==> src/rtl/keypad_pkg.sv <==
// Keypad scanner shared definitions: FSM encoding, key codes,
// default timing and small decode helpers.
package keypad_pkg;

  typedef enum logic [1:0] {
    SCAN,
    DEBOUNCE,
    EMIT,
    WAIT_RELEASE
  } state_t;

  localparam int SCAN_CYCLES_DEF     = 1000;
  localparam int DEBOUNCE_CYCLES_DEF = 20000;

  localparam logic [3:0] KEY_A    = 4'd10;
  localparam logic [3:0] KEY_B    = 4'd11;
  localparam logic [3:0] KEY_C    = 4'd12;
  localparam logic [3:0] KEY_D    = 4'd13;
  localparam logic [3:0] KEY_STAR = 4'd14;
  localparam logic [3:0] KEY_HASH = 4'd15;

  // True when exactly one row is pulled low.
  function automatic logic one_low(input logic [3:0] r);
    return $onehot(~r);
  endfunction

  function automatic logic [1:0] row_index(input logic [3:0] r);
    if (!r[0]) return 2'd0;
    else if (!r[1]) return 2'd1;
    else if (!r[2]) return 2'd2;
    else return 2'd3;
  endfunction

  // r0: 1 2 3 A / r1: 4 5 6 B / r2: 7 8 9 C / r3: * 0 # D
  function automatic logic [3:0] key_code(
    input logic [1:0] row,
    input logic [1:0] col
  );
    logic [3:0] k;
    k = '0;
    if (row == 2'd3) begin
      unique case (col)
        2'd0:    k = KEY_STAR;
        2'd1:    k = 4'd0;
        2'd2:    k = KEY_HASH;
        default: k = KEY_D;
      endcase
    end else if (col == 2'd3) begin
      k = KEY_A + {2'b00, row};
    end else begin
      k = {2'b00, row} * 4'd3
        + {2'b00, col} + 4'd1;
    end
    return k;
  endfunction

endpackage

==> src/rtl/keypad_debounce.sv <==
// Row synchronizer and stable-sample counter.
// Ports: filas in; enable/capture/release_mode ctrl; rows, stable_press, stable_release, lost out.
module keypad_debounce
  import keypad_pkg::*;
#(
  parameter int DEBOUNCE_CYCLES = DEBOUNCE_CYCLES_DEF
) (
  input  logic       clk,
  input  logic       reset,
  input  logic [3:0] filas,
  input  logic       enable,
  input  logic       capture,
  input  logic       release_mode,
  output logic [3:0] rows,
  output logic       stable_press,
  output logic       stable_release,
  output logic       lost
);

  localparam int CW = $clog2(DEBOUNCE_CYCLES + 1);
  localparam logic [CW-1:0] LAST = CW'(DEBOUNCE_CYCLES - 1);

  logic [3:0]    meta;
  logic [3:0]    pattern;
  logic [CW-1:0] count;
  logic          match;
  logic          at_last;

  // Press tracks the captured pattern; release waits for all rows high.
  assign match = release_mode ? (rows == 4'hF)
                              : (rows == pattern);
  assign at_last = match && (count == LAST);

  assign stable_press   = enable && !release_mode && at_last;
  assign stable_release = enable && release_mode && at_last;
  assign lost           = enable && !release_mode && !match;

  always_ff @(posedge clk) begin
    if (!reset) begin
      meta    <= 4'hF;
      rows    <= 4'hF;
      pattern <= 4'hF;
      count   <= '0;
    end else begin
      meta <= filas;
      rows <= meta;
      if (capture) pattern <= rows;
      // Any break in the run, or leaving the tracking states, restarts it.
      if (enable && match) count <= count + 1'b1;
      else count <= '0;
    end
  end

endmodule

==> src/rtl/keypad_interface.sv <==
// 4x4 matrix keypad scanner with PIN strobes and decimal amount accumulator.
// Ports: FILAS in, COLUMNAS out, MODO_MONTO in; DIGITO/MONTO/TIPO_TRANS levels and strobes out.
module keypad_interface
  import keypad_pkg::*;
#(
  parameter int SCAN_CYCLES     = SCAN_CYCLES_DEF,
  parameter int DEBOUNCE_CYCLES = DEBOUNCE_CYCLES_DEF
) (
  input  logic        clk,
  input  logic        reset,
  input  logic [3:0]  FILAS,
  output logic [3:0]  COLUMNAS,
  input  logic        MODO_MONTO,
  output logic [3:0]  DIGITO,
  output logic        DIGITO_STB,
  output logic        ENTER_PIN,
  output logic        ERASE_PIN,
  output logic        TIPO_TRANS,
  output logic [31:0] MONTO,
  output logic        MONTO_STB
);

  localparam int SW = $clog2(SCAN_CYCLES + 1);
  localparam logic [SW-1:0] DWELL_LAST = SW'(SCAN_CYCLES - 1);

  state_t        state;
  logic [1:0]    col;
  logic [1:0]    row_idx;
  logic [SW-1:0] dwell;

  logic [3:0]  rows;
  logic        stable_press;
  logic        stable_release;
  logic        lost;
  logic        dwell_end;
  logic        capture;
  logic [1:0]  next_col;
  logic [3:0]  next_drive;
  logic [3:0]  key;
  logic [35:0] next_monto;
  logic        fits;

  assign dwell_end  = (state == SCAN) && (dwell == DWELL_LAST);
  assign capture    = dwell_end && one_low(rows);
  assign next_col   = col + 2'd1;
  assign next_drive = ~(4'b0001 << next_col);
  assign key        = key_code(row_idx, col);

  // Wide enough that MONTO*10+9 never wraps before the range check.
  assign next_monto = {4'b0000, MONTO} * 36'd10
                    + {32'd0, key};
  assign fits = (next_monto[35:32] == 4'd0);

  keypad_debounce #(
    .DEBOUNCE_CYCLES(DEBOUNCE_CYCLES)
  ) u_debounce (
    .clk           (clk),
    .reset         (reset),
    .filas         (FILAS),
    .enable        ((state == DEBOUNCE) ||
                    (state == WAIT_RELEASE)),
    .capture       (capture),
    .release_mode  (state == WAIT_RELEASE),
    .rows          (rows),
    .stable_press  (stable_press),
    .stable_release(stable_release),
    .lost          (lost)
  );

  always_ff @(posedge clk) begin
    if (!reset) begin
      state      <= SCAN;
      col        <= 2'd0;
      row_idx    <= 2'd0;
      dwell      <= '0;
      COLUMNAS   <= 4'b1110;
      DIGITO     <= 4'd0;
      DIGITO_STB <= 1'b0;
      ENTER_PIN  <= 1'b0;
      ERASE_PIN  <= 1'b0;
      TIPO_TRANS <= 1'b0;
      MONTO      <= 32'd0;
      MONTO_STB  <= 1'b0;
    end else begin
      DIGITO_STB <= 1'b0;
      ENTER_PIN  <= 1'b0;
      ERASE_PIN  <= 1'b0;
      MONTO_STB  <= 1'b0;
      unique case (state)
        SCAN: begin
          if (dwell_end) begin
            dwell <= '0;
            if (capture) begin
              state   <= DEBOUNCE;
              row_idx <= row_index(rows);
            end else begin
              col      <= next_col;
              COLUMNAS <= next_drive;
            end
          end else begin
            dwell <= dwell + 1'b1;
          end
        end
        DEBOUNCE: begin
          // Column stays frozen; a failed press rescans the same column.
          if (stable_press) state <= EMIT;
          else if (lost) state <= SCAN;
        end
        EMIT: begin
          state <= WAIT_RELEASE;
          unique case (1'b1)
            (key <= 4'd9): begin
              if (!MODO_MONTO) begin
                DIGITO     <= key;
                DIGITO_STB <= 1'b1;
              end else if (fits) begin
                MONTO     <= next_monto[31:0];
                MONTO_STB <= 1'b1;
                DIGITO    <= key;
              end
            end
            (key == KEY_A): begin
              ENTER_PIN <= 1'b1;
              if (MODO_MONTO) MONTO <= 32'd0;
            end
            (key == KEY_B): begin
              ERASE_PIN <= 1'b1;
              MONTO     <= 32'd0;
            end
            (key == KEY_C): TIPO_TRANS <= 1'b0;
            (key == KEY_D): TIPO_TRANS <= 1'b1;
            default: ;
          endcase
        end
        WAIT_RELEASE: begin
          if (stable_release) begin
            state    <= SCAN;
            col      <= next_col;
            COLUMNAS <= next_drive;
          end
        end
        default: state <= SCAN;
      endcase
    end
  end

endmodule

==> config.mk <==
export PLATFORM = sky130hd
export DESIGN_NAME = keypad_interface
export DESIGN_NICKNAME = d
export VERILOG_FILES = /design/src/rtl/keypad_pkg.sv /design/src/rtl/keypad_debounce.sv /design/src/rtl/keypad_interface.sv
export SDC_FILE = /design/constraint.sdc
export NUM_CORES = 1
export LEC_CHECK = 0
export CAP_MARGIN = 0
export CORE_UTILIZATION = 55
export DETAILED_ROUTE_END_ITERATION = 10
export GPL_TIMING_DRIVEN = 0
export PLACE_DENSITY = 0.76
export RECOVER_POWER = 25
export SLEW_MARGIN = 15
export SYNTH_ARGS = -nofsm -noshare
export SYNTH_HDL_FRONTEND = slang
export SYNTH_HIERARCHICAL = 1
export SYNTH_SLANG_ARGS = --single-unit
==> constraint.sdc <==
create_clock -name clk -period 9.2 [get_ports clk]
set_input_delay 0.92 -clock clk [delete_from_list [all_inputs] [get_ports clk]]
set_output_delay 0.92 -clock clk [all_outputs]
set_load 0.03 [all_outputs]
==> run summary, run 1 <==
critical path arrival: 6520 ps
Synth Area in Simple Gates: 25.0%
CTS hold repair buffers: 0
largest net degree at the start of global routing: 17
Syn Std Cell Area: 7070 µm²
Hold/Removal Path Class: reg2reg
Final min period: 6250 ps
die extent in x: 115 µm
Area Growth Syn to Fin: 14.4%
asr flop ratio synth: 0%
overall routing resource usage: 26.2%
crit start category: flip-flop
first-pass GRT wire length: 28,100 µm
final worst-path cycle share: 67.9%
Max transition margin: 47.3%
Antenna Cells: 0
drt drc: 0
Longest Clk Path Bufs: 2
most frequent cells after synthesis: nand2_1, dfxtp_1, ha_1, nor2_1, a21oi_1
Worst-path clk slew: 70 ps
GRT Residual Overflow: 0
DRC marker count from the first detailed-route iteration: 356
Syn Inst Count: 855
synth top area cells: dfxtp_1, ha_1, nand2_1, mux2i_1, xnor2_1
Final nets: 1,009
met1 usage: 37.2%
crit-path max FO: 10
fmax: 160 MHz
Rows: 41
post-CTS setup buffer count: 0
final worst clock skew: 5.25 ps
power density over the cells: 97.9 nW/µm²
post-CTS sizing: 0
die area: 13,300 µm²
initial antenna violation count: 0
final setup fails: 0
top-count cell post-synth: nand2_1
unrepaired setup endpoints after global routing: no
Max VDD drop: 0.0000799 V
CTS Root Cell: clkbuf_16
post-DP HPWL: 12,400 µm
mux contribution to synthesized area: 5.97%
I/O Pins: 52
final max-slew violation count: 0
Clock Sinks: 88
Worst setup EP type: flip-flop
drt pass-1 iters: 4
compound-cell area share of the yosys netlist: 16.9%
dominant synthesized flop cell: dfxtp_1
cell accounting for the most synthesized area: dfxtp_1
die height: 115 µm
Crit Path Category: reg2reg
Synth top area share: 24.9%
GR Util met2: 40.2%
post-layout util: 64.3%
leakage: 3.53 nW
Synth Area per Inst: 8.27 µm²
Critical Path RT: 9470 ps
setup total negative slack: 0 ps
cts bufs inserted: 9
Initial Util: 56.2%
Max-cap violations: 0
final hold violations: 0
EDFF count, synth: 0
register area share after synthesis: 24.9%
Core ar.: 12,600 µm²
post-route ant nets: 0
yosys synthesis warning count: 6
Wirelength per Cell: 15.0 µm
clock latency on the worst-skew pair: 350 ps
Routability Congestion: 0.897
IO Port Bufs: 51
Yosys reg bits: 88
outcome: finished, final reports clean
share of layout cells above drive strength 1: 5.10%
Netlist cell types: 80
Max H-tree Level: 3
met3 global-route usage: 3.48%
via count: 6,383
Post-Synth Adder-Cell Area: 15.6%
vias in the first global route: 5,911
global route hottest layer: met2
WL final: 16,400 µm
synthesized-area fraction occupied by xor and xnor cells: 8.06%
net count after synthesis: 947
worst-margin pin slew: 786 ps
Filler Cell Count: 1,083
largest family of logic cells by synthesized area: simple AND/OR/NAND/NOR gates
via/cell ratio: 5.83
CTS tree: yes
## state kept, by name (all words and copies together) (netlist names), named ones only
name	cells
MONTO	32
u_debounce/count	15
dwell	10
COLUMNAS	4
DIGITO	4
u_debounce/meta	4
u_debounce/pattern	4
u_debounce/rows	4
col	2
row_idx	2
DIGITO_STB	1
ENTER_PIN	1
ERASE_PIN	1
MONTO_STB	1
TIPO_TRANS	1
state	1
## placed cells by master (no fill, tap or decap), drive strengths merged, types with 4 or more instances in the layout
master and count:
a21boi 4, inv 22, ha 80, a21o 16
a31oi 7, nor2 61, buf 6, a21oi 45
xnor2 42, or4 4, nand3 24, clkdlybuf4s50 37
o21ai 28, and4 7, nor4 12, dfxtp 88
nand4 22, or3 6, o211ai 10, nor3 32
and3 4, o21bai 7, clkbuf 41, a211oi 10
xor2 23, fa 5, or2 7, a211o 6
nor2b 7, dlygate4sd3 14, and2 5, mux2i 41
nand2 125, nand2b 15
## report_power, final
group          internal, mW  switching (mW)
Clock                 0.213           0.166
Combinational       0.00892          0.0172
Sequential            0.384         0.00294
Total                 0.605           0.186
## cells by family (layout without fill, tap and decap cells)
family | after synthesis | in the layout
compound gates | 171 | 171
fa+ha+maj | 85 | 85
flops | 88 | 88
xor+xnor | 65 | 65
buf+inv | 58 | 125
mux | 42 | 42
simple gates | 346 | 346
## stage by stage
| stage | setup slack [ps] | area (µm²) | instances | hold slack [ps] | total power, mW |
|---|---|---|---|---|---|
| finish | 2950 | 8090 | 1094 | 407 | 0.791 |
| global route | 2420 | 8090 | 1094 | 431 | 0.818 |
| CTS | 2950 | 8100 | 1094 | 407 | 0.799 |
| detailed placement | 2990 | 7790 | 1078 | 392 | 0.422 |
| global placement | 3040 | 7790 | 1078 | 392 | 0.421 |
| floorplan | 3910 | 7070 | 855 | 386 | 0.411 |
## critical path: stages (launching register included)
cell and delay (ps):
dfxtp_1 470, fa_1 490, fa_1 420, xor2_1 160
nor2_1 50, o21bai_1 340, a21boi_0 440, inv_1 110
fa_1 440, nor2b_1 180, o2111ai_1 170, or4_1 510
or3_1 370, clkbuf_1 180, nor4_1 470, nand4_1 250
or4b_1 240, a31oi_1 100, o21ai_2 340, buf_6 240
mux2i_1 210
## layer usage
layer  part of all wire (%)  vias up
met5                      0        -
met4                    2.2        0
met3                    3.7       27
met2                     44      125
met1                     50     2992
li1                       -     3239
## final cells by class
type,count,area (µm²),share of cell area [%]
multi-input combinational,709,5040,62.3
sequential,88,1760,21.8
timing repair buffer,51,510,6.31
clock buffer,9,225,2.79
tap,172,215,2.66
buffer,38,180,2.23
clock inverter,7,77.6,0.959
inverter,20,75.1,0.929
## worst paths after layout
path                                   endpoint                           from  depth (start not counted)  slack [ps]
setup / recovery         MONTO[17]$_SDFFE_PN0P_            col[1]$_SDFFE_PN0P_                         20        2950
hold / removal    u_debounce/rows[2]$_SDFF_PN1_  u_debounce/meta[2]$_SDFF_PN1_                          1         410
setup reg to reg         MONTO[17]$_SDFFE_PN0P_            col[1]$_SDFFE_PN0P_                         20        2950
hold reg to reg   u_debounce/rows[2]$_SDFF_PN1_  u_debounce/meta[2]$_SDFF_PN1_                          1         410
No activity file was read; power rests on OpenSTA's default activity.
==> inputs of run 2 (changes only) <==
==> constraint.sdc (replaced) <==
create_clock -name clk -period 6.15 [get_ports clk]
set_input_delay 0.615 -clock clk [delete_from_list [all_inputs] [get_ports clk]]
set_output_delay 0.615 -clock clk [all_outputs]
set_load 0.03 [all_outputs]
==> run 2 against run 1 <==
  * Design area increased by 0.36%
  * Core utilization increased by 0.23 points
  * Global-route usage about the same
  * Final cell count about the same
  * Flip-flop and latch count unchanged
  * Maximum frequency increased by 8.8%
  * Critical endpoint is now MONTO[16]$_SDFFE_PN0P_
  * Largest power group unchanged
==> run summary, run 2 (synthesis results as in run 1) <==
Initial Util: 56.2%
leakage: 3.57 nW
largest net degree at the start of global routing: 17
Cell Int Power: 0.905 mW
R2R Setup Slk: 410 ps
via count: 6,360
cell total after placement: 1,078
Worst setup EP type: flip-flop
reg2reg end: MONTO[16]$_SDFFE_PN0P_
Worst-path clk slew: 70 ps
GRT Residual Overflow: 0
Antenna Cells: 0
power density over the cells: 146 nW/µm²
Longest Clk Path Bufs: 2
R2R cell count: 18
Area Growth Syn to Fin: 14.8%
crit start category: flip-flop
Routability Congestion: 0.897
final worst-path cycle share: 93.4%
Largest delay share family, worst path: simple AND/OR/NAND/NOR gates
die height: 115 µm
worst-margin pin slew: 854 ps
Crit Path Category: reg2reg
Design Power: 1.18 mW
drt pass-1 iters: 4
HP Start: u_debounce/meta[2]$_SDFF_PN1_
WL final: 16,500 µm
overall routing resource usage: 26.3%
hold depth: 1
Hold/Removal Path Class: reg2reg
Critical Path RT: 6370 ps
post-DP HPWL: 12,400 µm
Worst Hold End: u_debounce/rows[2]$_SDFF_PN1_
setup total negative slack: 0 ps
Setup WS pre-CTS: -55.3 ps
CTS Root Cell: clkbuf_16
IO Port Bufs: 51
clock share of power: 47.9%
Max-cap violations: 0
die area: 13,300 µm²
Filler Cell Count: 1,078
final max-slew violation count: 0
final worst clock skew: 6.38 ps
cell area after layout: 8110 µm²
CTS tree: yes
via/cell ratio: 5.81
Core ar.: 12,600 µm²
Top reg by flops: MONTO
Hold Slack: 407 ps
Max transition margin: 43.1%
Reg2Reg Launch Point: col[1]$_SDFFE_PN0P_
Comb power frac: 3.3%
crit-path max FO: 10
Rows: 41
fmax: 174 MHz
commonest non-fill, non-tap cell in the layout: nand2_1
net switching power: 0.279 mW
I/O Pins: 52
post-route ant nets: 0
WP buf/inv: 1
Net Sw Frac: 23.6%
Sequential Power Share: 48.8%
initial antenna violation count: 0
DRC marker count from the first detailed-route iteration: 327
max incr delay on CP: 580 ps
post-layout util: 64.6%
final hold violations: 0
clock latency on the worst-skew pair: 350 ps
drt drc: 0
Max H-tree Level: 3
Post-DP Area: 7790 µm²
Max VDD drop: 0.000119 V
final setup fails: 0
post-route insts no fill: 1,095
Clock Sinks: 88
share of layout cells above drive strength 1: 5.63%
most frequent cells in the layout: nand2_1, dfxtp_1, ha_1
Final nets: 1,010
critical path arrival: 5970 ps
crit-path cells: fa_1 > ha_1 > a21o_1 > a2111oi_1 > a21oi_1 > ha_1 > o211a_1 > nand3_1 > nor4_1 > nand4_1 > or2_4 > nor4_4 > nand4_2 > or4b_1 > a31oi_1 > o21ai_2 > buf_6 > mux2i_1
outcome: finished, final reports clean
max reg flops: 32
die extent in x: 115 µm
critical-path cell with the highest stage delay: or4b_1
Crit path top cell by count: ha_1
Final min period: 5740 ps
final setup margin: 405 ps
vias in the first global route: 5,918
largest registers: MONTO x32, u_debounce/count x15, dwell x10
first-pass GRT wire length: 28,100 µm
cts bufs inserted: 9
Wirelength per Cell: 15.0 µm
CTS hold repair buffers: 0
run 2: layout make-up:
cell class | instances | area [µm²] | share of cell area [%]
inverter | 20 | 75.1 | 0.925
sequential | 88 | 1760 | 21.7
buffer | 38 | 173 | 2.13
tap | 172 | 215 | 2.65
clock buffer | 9 | 225 | 2.78
multi-input combinational | 709 | 5070 | 62.5
clock inverter | 7 | 77.6 | 0.956
timing repair buffer | 52 | 518 | 6.38
run 2: worst max-delay path by stage:
stage,start,endpoint,slack (ps),depth (start not counted)
after detailed placement,col[1]$_SDFFE_PN0P_,MONTO[7]$_SDFFE_PN0P_,-60,20
after global placement,col[1]$_SDFFE_PN0P_,MONTO[11]$_SDFFE_PN0P_,-10,20
after global routing,col[1]$_SDFFE_PN0P_,MONTO[7]$_SDFFE_PN0P_,-20,18
after CTS,col[1]$_SDFFE_PN0P_,MONTO[7]$_SDFFE_PN0P_,100,20
final,col[1]$_SDFFE_PN0P_,MONTO[16]$_SDFFE_PN0P_,410,18
after floorplan,col[1]$_SDFFE_PN0P_,MONTO[1]$_SDFFE_PN0P_,860,20
run 2: timing repair:
item | in CTS | in global routing
gates resized for setup | 1 | 7
buffers inserted | 0 | 1
pin swaps | 0 | 1
cloned | 0 | 0
setup endpoints to repair | 30 | 32
run 2: power by group through the flow:
| stage | combinational, mW | clock (mW) | sequential [mW] |
|---|---|---|---|
| after global routing | 0.0424 | 0.603 | 0.578 |
| after floorplan | 0.0253 | 0 | 0.590 |
| after global placement | 0.0387 | 0 | 0.591 |
| after CTS | 0.0401 | 0.577 | 0.578 |
| after detailed placement | 0.0397 | 0 | 0.591 |
| final | 0.0388 | 0.568 | 0.578 |
run 2: layer usage:
metal / vias up / track usage [%] / share of wire, %
met1: 2964 / 37.3 / 50
li1: 3236 / - / -
met2: 131 / 40.4 / 44
met4: 0 / 10.0 / 2.3
met5: - / 0 / 0
met3: 29 / 3.48 / 3.8
==> inputs of run 3 (changes only) <==
--- a/config.mk
+++ b/config.mk
@@ -6,6 +6,7 @@
 export NUM_CORES = 1
 export LEC_CHECK = 0
 export CAP_MARGIN = 0
+export CORE_ASPECT_RATIO = 2
 export CORE_UTILIZATION = 55
 export DETAILED_ROUTE_END_ITERATION = 10
 export GPL_TIMING_DRIVEN = 0
@@ -14,5 +15,4 @@
 export SLEW_MARGIN = 15
 export SYNTH_ARGS = -nofsm -noshare
 export SYNTH_HDL_FRONTEND = slang
-export SYNTH_HIERARCHICAL = 1
 export SYNTH_SLANG_ARGS = --single-unit
==> run 3 against run 2 <==
  * Clock power down 4.8%
  * Sequential share of layout area up 0.53 points
  * Final cell count down 3.7%
  * Clock-buffer cell count up 1
  * Design area down 2.5%
  * Via count up 0.20%
  * Maximum frequency up 0.43%
  * Largest cell class unchanged
  * Largest power group unchanged
==> run summary, run 3 <==
initial antenna violation count: 0
WL final: 18,200 µm
asr flop ratio synth: 0%
met3 global-route usage: 3.35%
clock latency on the worst-skew pair: 350 ps
drt pass-1 iters: 5
final worst clock skew: 19.7 ps
GR Util met2: 55.7%
Syn Inst Count: 840
most frequent cells in the layout: nand2_1, dfxtp_1, ha_1
Largest delay share family, worst path: adder cells
Worst setup EP type: flip-flop
net count after synthesis: 932
Multi-input gate area: 4910 µm²
EDFF count, synth: 0
Max VDD drop: 0.000243 V
Syn Std Cell Area: 6930 µm²
Net Sw Frac: 24.0%
die extent in x: 81.4 µm
Filler Cell Count: 1,058
leakage: 3.28 nW
Rows: 57
final hold violations: 0
via count: 6,373
final setup fails: 0
fmax: 175 MHz
final worst-path cycle share: 93.0%
max incr delay on CP: 510 ps
post-layout util: 64.9%
crit-path cells: fa_1 > inv_1 > fa_1 > mux2_2 > o21ai_0 > ha_1 > inv_1 > fa_1 > nor2b_1 > o2111ai_1 > inv_1 > and3b_1 > and3_1 > and3_1 > or4b_1 > buf_2 > o21ai_1 > mux2_4 > o21ai_4 > buf_6 > mux2i_1
Top reg by flops: MONTO
vias in the first global route: 6,543
Final min period: 5720 ps
via/cell ratio: 6.05
critical-path cell with the highest stage delay: dfxtp_1
Routability Congestion: 0.989
I/O Pins: 52
Longest Clk Path Bufs: 2
met1 usage: 25.3%
post-DP HPWL: 14,700 µm
net switching power: 0.276 mW
post-route ant nets: 0
cell accounting for the most synthesized area: dfxtp_1
first-pass GRT wire length: 29,300 µm
die area: 13,100 µm²
largest registers: MONTO x32, u_debounce.count x15, dwell x10
worst-margin pin slew: 1030 ps
CTS hold repair buffers: 0
GRT Residual Overflow: 0
largest net degree at the start of global routing: 17
Yosys reg bits: 88
max reg flops: 32
top-count cell post-synth: nand2_1
crit start category: flip-flop
WP buf/inv: 5
IO Port Bufs: 51
clock share of power: 47.0%
overall routing resource usage: 28.9%
Max H-tree Level: 3
Wirelength per Cell: 17.3 µm
Sequential Power Share: 50.2%
drt drc: 0
register area: 1760 µm²
Synth top area share: 25.4%
post-CTS sizing: 0
outcome: finished, final reports clean
Max-cap violations: 0
setup total negative slack: 0 ps
Comb power frac: 2.8%
global route hottest layer: met2
CTS Root Cell: clkbuf_16
share of layout cells above drive strength 1: 5.62%
most frequent cells after synthesis: nand2_1, dfxtp_1, ha_1, nor2_1, mux2i_1
dominant synthesized flop cell: dfxtp_1
yosys synthesis warning count: 0
DRC marker count from the first detailed-route iteration: 207
die height: 161 µm
Synth Area per Inst: 8.25 µm²
critical path arrival: 5940 ps
Crit Path Category: reg2reg
power density over the cells: 145 nW/µm²
register area share after synthesis: 25.4%
Area Growth Syn to Fin: 14.2%
Initial Util: 56.8%
Worst-path clk slew: 70 ps
unrepaired setup endpoints after global routing: no
Critical Path RT: 6370 ps
Antenna Cells: 0
CTS tree: yes
cts bufs inserted: 9
Max transition margin: 30.5%
post-CTS setup buffer count: 0
Core ar.: 12,200 µm²
Cell Int Power: 0.876 mW
final max-slew violation count: 0
Final nets: 994
Hold/Removal Path Class: reg2reg
Netlist cell types: 73
crit-path max FO: 10
synth top area cells: dfxtp_1, ha_1, nand2_1, mux2i_1, xnor2_1
Clock Sinks: 88
commonest non-fill, non-tap cell in the layout: nand2_1
[run 3: cell count changes after synthesis, moves of 5 or more]
| cell | change |
|---|---|
| xor2_1 | +6 |
| o211ai_1 | -6 |
| and3_1 | +7 |
| nor3_1 | -8 |
| mux2i_1 | +5 |
| a31oi_1 | -5 |
| buf_2 | +11 |
| a211oi_1 | -5 |
| a211o_1 | -6 |
| o21bai_1 | -6 |
| nor3_2 | -9 |
| and2_1 | +9 |
| o21ai_0 | +14 |
| clkbuf_1 | -15 |
[run 3: worst paths after layout]
| check | from | to | slack [ps] | depth (start not counted) |
|---|---|---|---|---|
| setup / recovery | row_idx[1]$_SDFFE_PN0P_ | MONTO[25]$_SDFFE_PN0P_ | 430 | 21 |
| hold / removal | u_debounce.meta[1]$_SDFF_PN1_ | u_debounce.rows[1]$_SDFF_PN1_ | 420 | 1 |
| setup reg to reg | row_idx[1]$_SDFFE_PN0P_ | MONTO[25]$_SDFFE_PN0P_ | 430 | 21 |
| hold reg to reg | u_debounce.meta[1]$_SDFF_PN1_ | u_debounce.rows[1]$_SDFF_PN1_ | 420 | 1 |
[run 3: power groups by stage]
stage                     Clock [mW]  Combinational, mW  Sequential (mW)
after floorplan                    0             0.0201            0.590
after global placement             0             0.0321            0.591
after detailed placement           0             0.0327            0.591
after CTS                      0.546             0.0330            0.578
after global routing           0.566             0.0363            0.578
final                          0.541             0.0326            0.578
[run 3: per-layer routing]
layer | routed length (µm) | part of all wire, %
met5 | 0 | 0
met1 | 6290 | 34
met4 | 1270 | 7.0
met3 | 595 | 3.3
met2 | 10100 | 55
[run 3: cells by family (layout without fill, tap and decap cells)]
kind of cell    Yosys count  count (layout)  synth area share [%]
compound gates          154             154                  14.9
fa+ha+maj                85              85                  15.9
buf+inv                  56             123                  3.72
flops                    88              88                  25.4
simple gates            338             338                  24.1
xor+xnor                 71              71                  8.97
mux                      48              48                  7.02
[run 3: metrics by stage]
stage / std cells / setup WS (ps) / power [mW] / hold WS, ps / area [µm²]
6_report: 1054 / 430 / 1.15 / 421 / 7920
5_1_grt: 1054 / 184 / 1.18 / 449 / 7920
4_1_cts: 1054 / 539 / 1.16 / 421 / 7920
3_5_place_dp: 1038 / 582 / 0.624 / 403 / 7630
3_3_place_gp: 1038 / 756 / 0.623 / 399 / 7630
2_1_floorplan: 840 / 1210 / 0.610 / 386 / 6930
[run 3: final cells by class]
class / instances / area share [%]
clock buffer: 10 / 3.02
buffer: 33 / 2.17
tap: 147 / 2.32
inverter: 23 / 1.09
timing repair buffer: 51 / 6.45
sequential: 88 / 22.3
clock inverter: 6 / 0.632
multi-input combinational: 696 / 62.1
[run 3: worst register-to-register path: stages (launching register included)]
cell,delay (ps)
dfxtp_1,510
fa_1,500
inv_1,90
fa_1,450
mux2_2,270
o21ai_0,420
ha_1,280
inv_1,60
fa_1,400
nor2b_1,160
o2111ai_1,160
inv_1,80
and3b_1,230
and3_1,220
and3_1,280
or4b_1,470
buf_2,210
o21ai_1,150
mux2_4,200
o21ai_4,100
buf_6,210
mux2i_1,140
==> patch (settings of run 2) <==
The 4 states of `state_t` get a Gray code encoding in 2 bits.
--- a/src/rtl/keypad_pkg.sv
+++ b/src/rtl/keypad_pkg.sv
@@ -3,10 +3,10 @@
 package keypad_pkg;
 
   typedef enum logic [1:0] {
-    SCAN,
-    DEBOUNCE,
-    EMIT,
-    WAIT_RELEASE
+    SCAN         = 2'b00,
+    DEBOUNCE     = 2'b01,
+    EMIT         = 2'b11,
+    WAIT_RELEASE = 2'b10
   } state_t;
 
   localparam int SCAN_CYCLES_DEF     = 1000;
Behaviour: same outputs for any inputs over 10 cycles, from zero or initial values and one cycle with reset low; not proved beyond that.
==> patch against run 2 <==
Largest cell class unchanged. Core utilization grew 0.12 points. Synthesized cell count shrank 0.70%. Die area is 2.4% higher. Sequential cell count is the same. Highest routed layer unchanged. Setup slack better by 0.049 ns. Power down 0.43%. Area after synthesis increased by 2.4%. Routed wire length shrank 2.5%. Design area is 1.4% higher.
==> patch: results (changes against run 2) <==
status - finished, final reports clean
Total Routed Length - 16100 µm (-2.5%)
metal3 WL - 630 µm (+0.16%)
GR Util met2 - 43.7% (+3.4 points)
Slowest cell on crit path - fa_1
Commonest cells post-synth - nand2_1 (127), dfxtp_1 (88), ha_1 (84)
CP peak stage delay - 0.51 ns (-0.07 ns)
final setup skew - 0.00686 ns (+0.000479 ns)
wire per inst - 14.8 µm (-1.9%)
Synth Net Count - 945 (-0.21%)
met3 Use GR - 4.51% (+1.0 points)
peak supply drop - 0.248 mV (+110%)
drt first pass iters - 5 (+1)
Mapped Cells - 849 (-0.70%)
Hold WS - 0.407 ns (-0.000364 ns)
vias in the first global route - 5807 (-1.9%)
cells on worst reg2reg path - 19 (+1)
met1 wire length - 7430 µm (-10%)
post-synthesis sequential area ratio - 24.3% (-0.58 points)
Sw Ratio - 23.3% (-0.23 points)
post-CTS resize count - 0 (-1)
vias per cell - 5.76 (-0.75%)
initial drt markers - 299 (-8.6%)
Final nets - 1007 (-0.30%)
LEAKAGE - 0.00365 µW (+2.3%)
first-pass GRT wire length - 27100 µm (-3.7%)
==> patch: cell types whose count changed in the layout (fill, tap and decap cells not counted), sizes merged, moves of 7 or more <==
cell           run 2  this run
nand3             24        33
clkbuf            42        28
and2               5        14
nor2              61        47
a31oi              7         0
==> patch: final cells by class <==
type | count | area [µm²]
clock inverters | 7 | 77.6
multi-input cells | 711 | 5160
fillers | 1170 | 4490
clock buffers | 9 | 225
repair buffers | 51 | 510
well taps | 172 | 215
plain buffers | 31 | 208
inverters | 19 | 71.3
flip-flops and latches | 88 | 1760
==> patch: kinds of logic (layout without fill, tap and decap cells) <==
group           after synthesis  after routing  share of synthesized area [%]
compound gates              156            156                           15.4
xor+xnor                     64             64                           7.75
fa+ha+maj                    89             89                           15.9
buf+inv                      50            117                           4.06
flops                        88             88                           24.3
mux                          48             48                           6.73
simple gates                354            354                           25.8
